File: config.mk
export PLATFORM = sky130hd
export DESIGN_NAME = tetris_grid_renderer_flat
export DESIGN_NICKNAME = d
export VERILOG_FILES = /design/src/rtl/tetris_pkg.sv /design/src/rtl/tetris_grid_renderer_if.sv /design/src/rtl/tetris_grid_renderer.sv /design/src/flat_wrapper.sv
export SDC_FILE = /design/constraint.sdc
export NUM_CORES = 1
export LEC_CHECK = 0
export BUFFER_PORTS_ARGS = -buffer_cell sky130_fd_sc_hd__buf_2
export CAP_MARGIN = 30
export CORE_ASPECT_RATIO = 1.75
export CORE_MARGIN = 2
export CORE_UTILIZATION = 40
export CTS_CLUSTER_SIZE = 16
export DETAILED_ROUTE_END_ITERATION = 16
export SYNTH_ARGS = -nofsm -noshare
export SYNTH_HDL_FRONTEND = slang
export SYNTH_SLANG_ARGS = --single-unit
File: constraint.sdc
create_clock -name clk -period 4 [get_ports clk]
set_input_delay 1.2 -clock clk [delete_from_list [all_inputs] [get_ports clk]]
set_output_delay 1.2 -clock clk [all_outputs]
set_load 0.01 [all_outputs]
File: src/rtl/tetris_pkg.sv
// Shared constants and types for the Tetris display path: grid geometry, palette,
// and the stage-1 pixel classification record.
package tetris_pkg;

    localparam int unsigned GRID_W = 10;
    localparam int unsigned GRID_H = 20;

    localparam logic [11:0] COL_CYAN   = 12'h0FF;
    localparam logic [11:0] COL_RED    = 12'hF00;
    localparam logic [11:0] COL_GRID   = 12'h333;
    localparam logic [11:0] COL_BORDER = 12'hFFF;
    localparam logic [11:0] COL_BLACK  = 12'h000;

    typedef struct packed {
        logic       active;
        logic       in_grid;
        logic       border;
        logic       gridline;
        logic [4:0] row;
        logic [3:0] col;
    } stage1_t;

    // Flat bit index into display_array; only meaningful for in-grid cells.
    function automatic logic [7:0] cell_index(input logic [4:0] row, input logic [3:0] col);
        return ({3'b000, row} * 8'd10) + {4'b0000, col};
    endfunction

endpackage

File: src/rtl/tetris_grid_renderer_if.sv
// Game-state and pixel-timing bundle between the game FSM/VGA timing (master)
// and the grid renderer (slave).
interface tetris_grid_renderer_if;

    logic [199:0] display_array;
    logic         gameover;
    logic         frame_start;
    logic [9:0]   hcount;
    logic [9:0]   vcount;
    logic         active;
    logic [11:0]  pixel_rgb;
    logic         pixel_valid;

    modport master (
        output display_array, gameover, frame_start, hcount, vcount, active,
        input  pixel_rgb, pixel_valid
    );

    modport slave (
        input  display_array, gameover, frame_start, hcount, vcount, active,
        output pixel_rgb, pixel_valid
    );

endinterface

File: src/rtl/tetris_grid_renderer.sv
// Two-stage pixel renderer for the Tetris grid: per-frame snapshot of the board,
// border/gridline drawing, and a blinking stack after game over.
module tetris_grid_renderer
    import tetris_pkg::*;
#(
    parameter int H_ORIGIN  = 240,
    parameter int V_ORIGIN  = 80,
    parameter int CELL_LOG2 = 4
) (
    input logic                   clk,
    input logic                   reset,
    tetris_grid_renderer_if.slave bus
);

    localparam logic signed [10:0] H_OFF     = 11'(H_ORIGIN);
    localparam logic signed [10:0] V_OFF     = 11'(V_ORIGIN);
    localparam logic signed [10:0] GRID_PX_W = 11'(GRID_W << CELL_LOG2);
    localparam logic signed [10:0] GRID_PX_H = 11'(GRID_H << CELL_LOG2);
    localparam logic signed [10:0] NEG_ONE   = -11'sd1;

    logic [199:0] snap_q;
    logic         go_snap_q;
    logic [5:0]   blink_cnt_q;
    stage1_t      s1_q, s1_d;
    logic [11:0]  rgb_q, rgb_d;
    logic         valid_q;

    logic signed [10:0] dx, dy;
    logic               dx_edge, dy_edge, dx_span, dy_span;

    always_comb begin
        dx = $signed({1'b0, bus.hcount}) - H_OFF;
        dy = $signed({1'b0, bus.vcount}) - V_OFF;

        // Border ring sits one pixel outside the grid on every side, corners included.
        dx_edge = (dx == NEG_ONE) || (dx == GRID_PX_W);
        dy_edge = (dy == NEG_ONE) || (dy == GRID_PX_H);
        dx_span = (dx >= NEG_ONE) && (dx <= GRID_PX_W);
        dy_span = (dy >= NEG_ONE) && (dy <= GRID_PX_H);

        s1_d          = '0;
        s1_d.active   = bus.active;
        s1_d.in_grid  = (dx >= 0) && (dx < GRID_PX_W) && (dy >= 0) && (dy < GRID_PX_H);
        s1_d.border   = (dx_edge && dy_span) || (dy_edge && dx_span);
        s1_d.col      = dx[CELL_LOG2 +: 4];
        s1_d.row      = dy[CELL_LOG2 +: 5];
        s1_d.gridline = (dx[CELL_LOG2-1:0] == '0) || (dy[CELL_LOG2-1:0] == '0);
    end

    logic [7:0] idx;
    logic       occ;
    logic       hide;

    always_comb begin
        idx  = cell_index(s1_q.row, s1_q.col);
        occ  = s1_q.in_grid && snap_q[idx];
        hide = go_snap_q & blink_cnt_q[5];

        rgb_d = COL_BLACK;
        if (!s1_q.active) begin
            rgb_d = COL_BLACK;
        end else if (s1_q.border) begin
            rgb_d = COL_BORDER;
        end else if (occ && !hide) begin
            rgb_d = go_snap_q ? COL_RED : COL_CYAN;
        end else if (s1_q.in_grid && s1_q.gridline) begin
            rgb_d = COL_GRID;
        end
    end

    always_ff @(posedge clk) begin
        if (reset) begin
            snap_q      <= '0;
            go_snap_q   <= 1'b0;
            blink_cnt_q <= '0;
            s1_q        <= '0;
            rgb_q       <= '0;
            valid_q     <= 1'b0;
        end else begin
            if (bus.frame_start) begin
                snap_q      <= bus.display_array;
                go_snap_q   <= bus.gameover;
                blink_cnt_q <= bus.gameover ? blink_cnt_q + 6'd1 : '0;
            end
            s1_q    <= s1_d;
            rgb_q   <= rgb_d;
            valid_q <= s1_q.active;
        end
    end

    assign bus.pixel_rgb   = rgb_q;
    assign bus.pixel_valid = valid_q;

endmodule

File: src/flat_wrapper.sv
// flat-port wrapper written by rule: the top's interface ports become plain ports
module tetris_grid_renderer_flat import tetris_pkg::*;
#(
    parameter int H_ORIGIN  = 240,
    parameter int V_ORIGIN  = 80,
    parameter int CELL_LOG2 = 4
)
  (clk, reset, bus_display_array, bus_gameover, bus_frame_start, bus_hcount, bus_vcount, bus_active, bus_pixel_rgb, bus_pixel_valid);
  tetris_grid_renderer_if bus_i ();
  input logic clk;
  input logic reset;
  input wire logic [$bits(bus_i.display_array)-1:0] bus_display_array;
  input wire logic [$bits(bus_i.gameover)-1:0] bus_gameover;
  input wire logic [$bits(bus_i.frame_start)-1:0] bus_frame_start;
  input wire logic [$bits(bus_i.hcount)-1:0] bus_hcount;
  input wire logic [$bits(bus_i.vcount)-1:0] bus_vcount;
  input wire logic [$bits(bus_i.active)-1:0] bus_active;
  output wire logic [$bits(bus_i.pixel_rgb)-1:0] bus_pixel_rgb;
  output wire logic [$bits(bus_i.pixel_valid)-1:0] bus_pixel_valid;
  assign bus_i.display_array = bus_display_array;
  assign bus_i.gameover = bus_gameover;
  assign bus_i.frame_start = bus_frame_start;
  assign bus_i.hcount = bus_hcount;
  assign bus_i.vcount = bus_vcount;
  assign bus_i.active = bus_active;
  assign bus_pixel_rgb = bus_i.pixel_rgb;
  assign bus_pixel_valid = bus_i.pixel_valid;
  tetris_grid_renderer #(.H_ORIGIN(H_ORIGIN), .V_ORIGIN(V_ORIGIN), .CELL_LOG2(CELL_LOG2)) u_core (.clk(clk), .reset(reset), .bus(bus_i));
endmodule
==> impl_metrics.py, run 1 <==
metrics = {
    "clocking": {
        "ctsResizeCount": 0,
        "hold_buffers": 0,
        "cts_tree": "done",
        "clk-insertion-delay-late_ns": 0.52,
        "clk_pin_slew_ns": 0.07,
        "cts_sinks": 225,
        "post_cts_buffers": 0,
        "cts.htree.levels": 1,
        "clockRootBuffer": "clkbuf_16",
        "cts_max_path_buffers": 3,
        "numCtsBuffers": 23,
    },
    "worst_hold_path": {
        "min_to": "u_core.snap_q[56]$_SDFFE_PP0P_",
        "hold_path.startpoint": "u_core.snap_q[56]$_SDFFE_PP0P_",
        "hold_path.class": "reg2reg",
        "worstHoldPathCells": 2,
    },
    "pwr": {
        "ir_worst_vdd_mv": 0.3617,
        "finalPower_uw": 5607,
        "power_leakage_uw": 0.005853,
        "p_per_area_nw_per_um2": 442.7,
    },
    "drt": {
        "dr_total_vias": 8055,
        "drt-pass1-iter-count": 4,
        "wirelength_um": 28580,
        "drt-wirelength-per-cell_um": 18.40,
        "drt-initial-drc-count": 454,
        "vias_per_cell": 5.187,
        "ant_nets": 0,
        "drc": 0,
    },
    "floorplanning": {
        "die_y_um": 217.8,
        "start_util": 0.4057,
        "die-area_sq_um": 27490,
        "die_w_um": 126.2,
        "ios": 238,
        "core-area_sq_um": 25760,
        "row_count": 78,
    },
    "cells_and_area": {
        "n_fill_cell": 2504,
        "area_growth_pct": 21.15,
        "final_core_util": 0.4915,
        "final_net_count": 1454,
        "most-common-layout-cells": "buf_2, nor2_1, dfxtp_1",
        "layout-drive-gt1-share": 0.2749,
        "final_common_cell": "buf_2",
        "final_cells": 1553,
    },
    "yosys": {
        "seq_area_frac_synth": 0.4309,
        "synth-edff-count": 0,
        "syn_inst": 1012,
        "syn-num-nets": 1256,
        "synthTopCellsByArea": "dfxtp_1, mux2i_1, nor2_1",
        "yosysWarnings": 0,
        "syn_area_sq_um": 10450,
        "yosysTopAreaCellShare": 0.4309,
        "synth_seq_cells": 225,
        "avgSynthCellArea_sq_um": 10.33,
        "async_flop_share": 0,
        "synth-main-ff-cell": "dfxtp_1",
        "yosysTopAreaCell": "dfxtp_1",
        "synth_cell_types": 57,
    },
    "worst_setup_path": {
        "critPathLaunch": "u_core.s1_q[5]$_SDFF_PP0_",
        "timing.rr.start": "u_core.s1_q[5]$_SDFF_PP0_",
        "cp_max_fo": 9,
        "arrival_ns": 4.11,
        "start_kind": "flop",
        "critPathTopFamily": "compound AO/OA/AOI/OAI gates",
        "cp_slowest_cell": "fa_1",
        "slowest_delay_ns": 0.53,
        "reg2reg_depth": 12,
        "crit_top_cell": "ha_1",
        "worstPathCellList": "ha_1 -> ha_1 -> fa_1 -> a21bo_2 -> o22ai_4 -> buf_4 -> mux2_2 -> a22oi_1 -> nand3_1 -> a31oi_1 -> o21ai_0 -> or3_1",
        "worst-path-buf-inv": 1,
        "critPathRequiredTime_ns": 4.40,
        "worstSetupPathType": "reg2reg",
        "reg2reg_to": "u_core.bus.pixel_rgb[9]$_SDFF_PP0_",
        "ff2ff_setup_slack_ns": 0.29,
        "cp-end-kind": "flop",
    },
    "timing": {
        "finalSetupViolCount": 0,
        "final_hold_viol_count": 0,
        "fmax_ghz": 0.2694,
        "timing.final.crit_share": 0.9280,
        "rsz0062_at_grt": "no",
        "timing.final.max_slew_violations": 0,
        "timing.setup.tns_ns": 0,
        "tightest_slew_ns": 1.087,
        "finalClockSkew_ns": 0.01685,
        "period_needed_ns": 3.712,
        "relSlewSlack": 0.2753,
    },
    "place": {
        "portBuffers": 237,
        "dp_cells": 1505,
        "dpl.hpwl_um": 20690,
        "place.gp.congestion": 0.8573,
    },
    "job": {
        "drv_cap": 0,
    },
    "global_routing": {
        "grt_usage": 0.2041,
        "grt_first_pass_wirelength_um": 44530,
        "grt_antenna_before_repair": 7,
        "gr-total-overflow": 0,
        "grt_max_degree": 221,
        "grt_pass1_vias": 8154,
    },
    "status": {
        "outcome": "finished clean",
    },
}
## worst max path at each step
stage,endpoint,cells past startpoint
floorplan,u_core.bus.pixel_rgb[9]$_SDFF_PP0_,12
global placement,u_core.bus.pixel_rgb[9]$_SDFF_PP0_,12
detailed placement,u_core.bus.pixel_rgb[9]$_SDFF_PP0_,12
CTS,u_core.bus.pixel_rgb[9]$_SDFF_PP0_,12
global route,u_core.bus.pixel_rgb[9]$_SDFF_PP0_,12
finish,u_core.bus.pixel_rgb[9]$_SDFF_PP0_,12
## power breakdown
group / switching [uW] / leakage, uW / internal (uW)
combinational: 481 / 0.00362 / 452
clock: 895 / 0.000374 / 1330
sequential: 80.0 / 0.00186 / 2370
## flip-flops by register name (all words and copies together) (netlist names)
signal	count
u_core.blink_cnt_q	6
u_core.bus.pixel_rgb	4
u_core.bus.pixel_valid	1
u_core.go_snap_q	1
u_core.s1_q	13
u_core.snap_q	200
## per-stage QoR
| stage | worst slack, ns | instance area, sq um | hold slack [ns] |
|---|---|---|---|
| floorplan | 0.5702 | 10450 | 0.4514 |
| global placement | 0.3932 | 11870 | 0.4649 |
| detailed placement | 0.3088 | 11870 | 0.4770 |
| CTS | 0.2795 | 12650 | 0.4917 |
| global route | 0.09463 | 12660 | 0.5124 |
| finish | 0.2879 | 12660 | 0.4879 |
## area by class of cell
type | instances | area [sq um] | share of cell area
multi-input cells | 701 | 5575 | 0.4403
repair buffers | 248 | 1348 | 0.1064
diodes | 7 | 17.52 | 0.001383
clock inverters | 8 | 120.1 | 0.009485
clock buffers | 33 | 653.1 | 0.05158
flip-flops and latches | 225 | 4508 | 0.3560
inverters | 11 | 41.29 | 0.003261
well taps | 320 | 400.4 | 0.03162
## worst reg2reg max path, stage by stage, from the launching register on
cell and delay, ns:
dfxtp_1 0.40, ha_1 0.26, ha_1 0.23, fa_1 0.53
a21bo_2 0.26, o22ai_4 0.34, buf_4 0.26, mux2_2 0.35
a22oi_1 0.19, nand3_1 0.15, a31oi_1 0.18, o21ai_0 0.09
or3_1 0.37
## routing by layer
| metal | share of wire | global-route usage | wire [um] |
|---|---|---|---|
| met5 | 0.00045 | 0 | 13 |
| met3 | 0.047 | 0.03067 | 1350 |
| met2 | 0.55 | 0.3801 | 15640 |
| met1 | 0.38 | 0.2345 | 10930 |
| met4 | 0.023 | 0.07253 | 648 |
## cell usage after synthesis (all sizes together), types with 8 or more instances
cell	n
nor2	229
buf	22
mux4	44
ha	17
nor2b	8
a21oi	17
o21ai	10
nand2b	8
clkbuf	53
mux2i	218
nand4	8
dfxtp	225
nand3	23
nand2	34
inv	10
mux2	8
## cell families (layout without fill, tap and decap cells)
logic type / Yosys count / in the layout / synth area share
other: 0 / 7 / 0
buffers and inverters: 86 / 300 / 0.03866
flip-flops: 225 / 225 / 0.4309
adder cells (fa/ha/maj): 19 / 19 / 0.02418
AO/OA/AOI/OAI: 68 / 68 / 0.04669
multiplexers: 270 / 270 / 0.3158
AND/OR/NAND/NOR: 332 / 332 / 0.1337
XOR/XNOR: 12 / 12 / 0.01005
No activity file was read; power rests on OpenSTA's default activity.
==> inputs of run 2 (changes only) <==
==> constraint.sdc (replaced) <==
create_clock -name clk -period 4 [get_ports clk]
set_input_delay 0.4 -clock clk [delete_from_list [all_inputs] [get_ports clk]]
set_output_delay 0.4 -clock clk [all_outputs]
set_load 0.01 [all_outputs]
==> run 2 against run 1 <==
First-iteration DRC count shrank 22%. Wire length rose by 0.40%. Total power shrank 2.5%. Register-to-register slack got worse by 0.02 ns. Critical path depth decreased by 1. Final cell count up 0.19%. Sequential share of layout area grew 0.17 points. Sequential cell count stayed put. Critical path type unchanged. Critical endpoint unchanged.
==> impl_metrics.py, run 2 (synthesis results as in run 1) <==
metrics = {
    "status": {
        "outcome": "finished clean",
    },
    "drt": {
        "drt-pass1-iter-count": 4,
        "vias_per_cell": 5.220,
        "drc": 0,
        "ant_nets": 0,
        "dr_total_vias": 8122,
        "drt-wirelength-per-cell_um": 18.44,
        "drt-initial-drc-count": 354,
        "wirelength_um": 28700,
    },
    "pwr": {
        "internal_power_uw": 4014,
        "comb_power_share": 0.171,
        "p_per_area_nw_per_um2": 433.8,
        "switchingPower_uw": 1453,
        "seqPwrFrac": 0.448,
        "pwr-share-clk": 0.381,
        "finalPower_uw": 5467,
        "power_leakage_uw": 0.005835,
        "ir_worst_vdd_mv": 0.3955,
        "p_sw_frac": 0.2658,
    },
    "global_routing": {
        "grt_usage": 0.2046,
        "grt_antenna_before_repair": 15,
        "grt_pass1_vias": 8098,
        "grt_first_pass_wirelength_um": 44090,
        "gr-total-overflow": 0,
        "grt_max_degree": 87,
    },
    "timing": {
        "finalSetupViolCount": 0,
        "relSlewSlack": 0.3931,
        "finalClockSkew_ns": 0.01028,
        "fmax_ghz": 0.2676,
        "timing.final.crit_share": 0.9342,
        "timing.setup.tns_ns": 0,
        "final_hold_viol_count": 0,
        "tightest_slew_ns": 0.9104,
        "rsz0062_at_grt": "no",
        "period_needed_ns": 3.737,
        "timing.final.max_slew_violations": 0,
    },
    "worst_setup_path": {
        "critPathRequiredTime_ns": 4.40,
        "cp_max_fo": 9,
        "critPathLaunch": "u_core.s1_q[5]$_SDFF_PP0_",
        "arrival_ns": 4.14,
        "worstSetupPathType": "reg2reg",
        "timing.rr.start": "u_core.s1_q[5]$_SDFF_PP0_",
        "start_kind": "flop",
        "cp-end-kind": "flop",
    },
    "floorplanning": {
        "row_count": 78,
        "start_util": 0.4057,
        "die-area_sq_um": 27490,
        "die_y_um": 217.8,
        "ios": 238,
        "core-area_sq_um": 25760,
        "die_w_um": 126.2,
    },
    "cells_and_area": {
        "regMostFlops": "u_core.snap_q",
        "final_common_cell": "buf_2",
        "final_cells": 1556,
        "most-common-layout-cells": "buf_2, nor2_1, dfxtp_1",
        "largest_reg_flops": 200,
        "area_growth_pct": 20.58,
        "final_net_count": 1454,
        "layout-drive-gt1-share": 0.2764,
        "reg_top3": "u_core.snap_q (200), u_core.s1_q (13), u_core.blink_cnt_q (6)",
    },
    "clocking": {
        "clk_pin_slew_ns": 0.07,
        "cts.htree.levels": 1,
        "post_cts_buffers": 0,
        "ctsResizeCount": 0,
        "cts_tree": "done",
        "clk-insertion-delay-late_ns": 0.52,
        "clockRootBuffer": "clkbuf_16",
        "cts_sinks": 225,
        "numCtsBuffers": 22,
        "cts_max_path_buffers": 3,
        "hold_buffers": 0,
    },
    "place": {
        "portBuffers": 237,
        "place.gp.congestion": 0.8751,
        "dpl.hpwl_um": 21170,
        "dp_cells": 1506,
    },
    "job": {
        "drv_cap": 0,
    },
    "worst_hold_path": {
        "hold_path.class": "in2reg",
        "hold_path.startpoint": "bus_display_array[107]",
    },
}
-- run 2: cell count changes in the layout (fill, tap and decap cells not counted) --
cell | previous run | this run
diode_2 | 7 | 13
clkinv_2 | 3 | 8
clkbuf_1 | 6 | 2
clkbuf_8 | 4 | 1
buf_4 | 6 | 8
clkinvlp_4 | 2 | 0
buf_12 | 5 | 4
bufinv_16 | 3 | 2
inv_4 | 0 | 1
-- run 2: layout make-up --
class	count	area [sq um]
Antenna cell	13	32.53
Clock buffer	26	596.8
Clock inverter	11	106.4
Fill cell	2478	13160
Inverter	11	41.29
Multi-Input combinational cell	701	5575
Sequential cell	225	4508
Tap cell	320	400.4
Timing Repair Buffer	249	1343
-- run 2: final timing paths --
kind | slack [ns] | cells past startpoint | end
worst min-delay path | 0.11 | 3 | u_core.snap_q[107]$_SDFFE_PP0P_
worst min register to register | 0.49 | 2 | u_core.snap_q[88]$_SDFFE_PP0P_
worst max-delay path | 0.26 | 11 | u_core.bus.pixel_rgb[9]$_SDFF_PP0_
worst max register to register | 0.26 | 11 | u_core.bus.pixel_rgb[9]$_SDFF_PP0_
-- run 2: worst max-delay path, cell delays in order, from the launching register on --
cell and delay [ns]:
dfxtp_1 0.35, ha_1 0.30, ha_1 0.22, fa_1 0.53, a21bo_2 0.26, o22ai_4 0.36
mux4_2 0.38, a211oi_1 0.25, nand4_1 0.13, and3_1 0.27, o211a_1 0.22, or3_1 0.34
-- run 2: stage by stage --
step	hold slack, ns	instance area [sq um]	util	worst slack (ns)
finish	0.1105	12600	0.4892	0.2633
floorplan	0.4514	10450	-	0.5702
CTS	0.09229	12570	0.4879	0.2828
global route	0.1025	12600	0.4890	0.05019
global placement	0.4658	11870	0.4606	0.3807
detailed placement	0.4751	11870	0.4606	0.2886
-- run 2: metal layers --
metal  wire, um  GRT usage
met3       1186    0.03165
met4       1017    0.09121
met1      11030     0.2286
met5         13          0
met2      15450     0.3787
-- run 2: power by group through the flow --
stage                     sequential, uW  clock (uW)  combinational (uW)
after floorplan                     2460           0                 657
after global placement              2500           0                 923
after detailed placement            2500           0                 940
after CTS                           2450        2140                 942
after global routing                2470        2220                1020
final                               2450        2080                 933
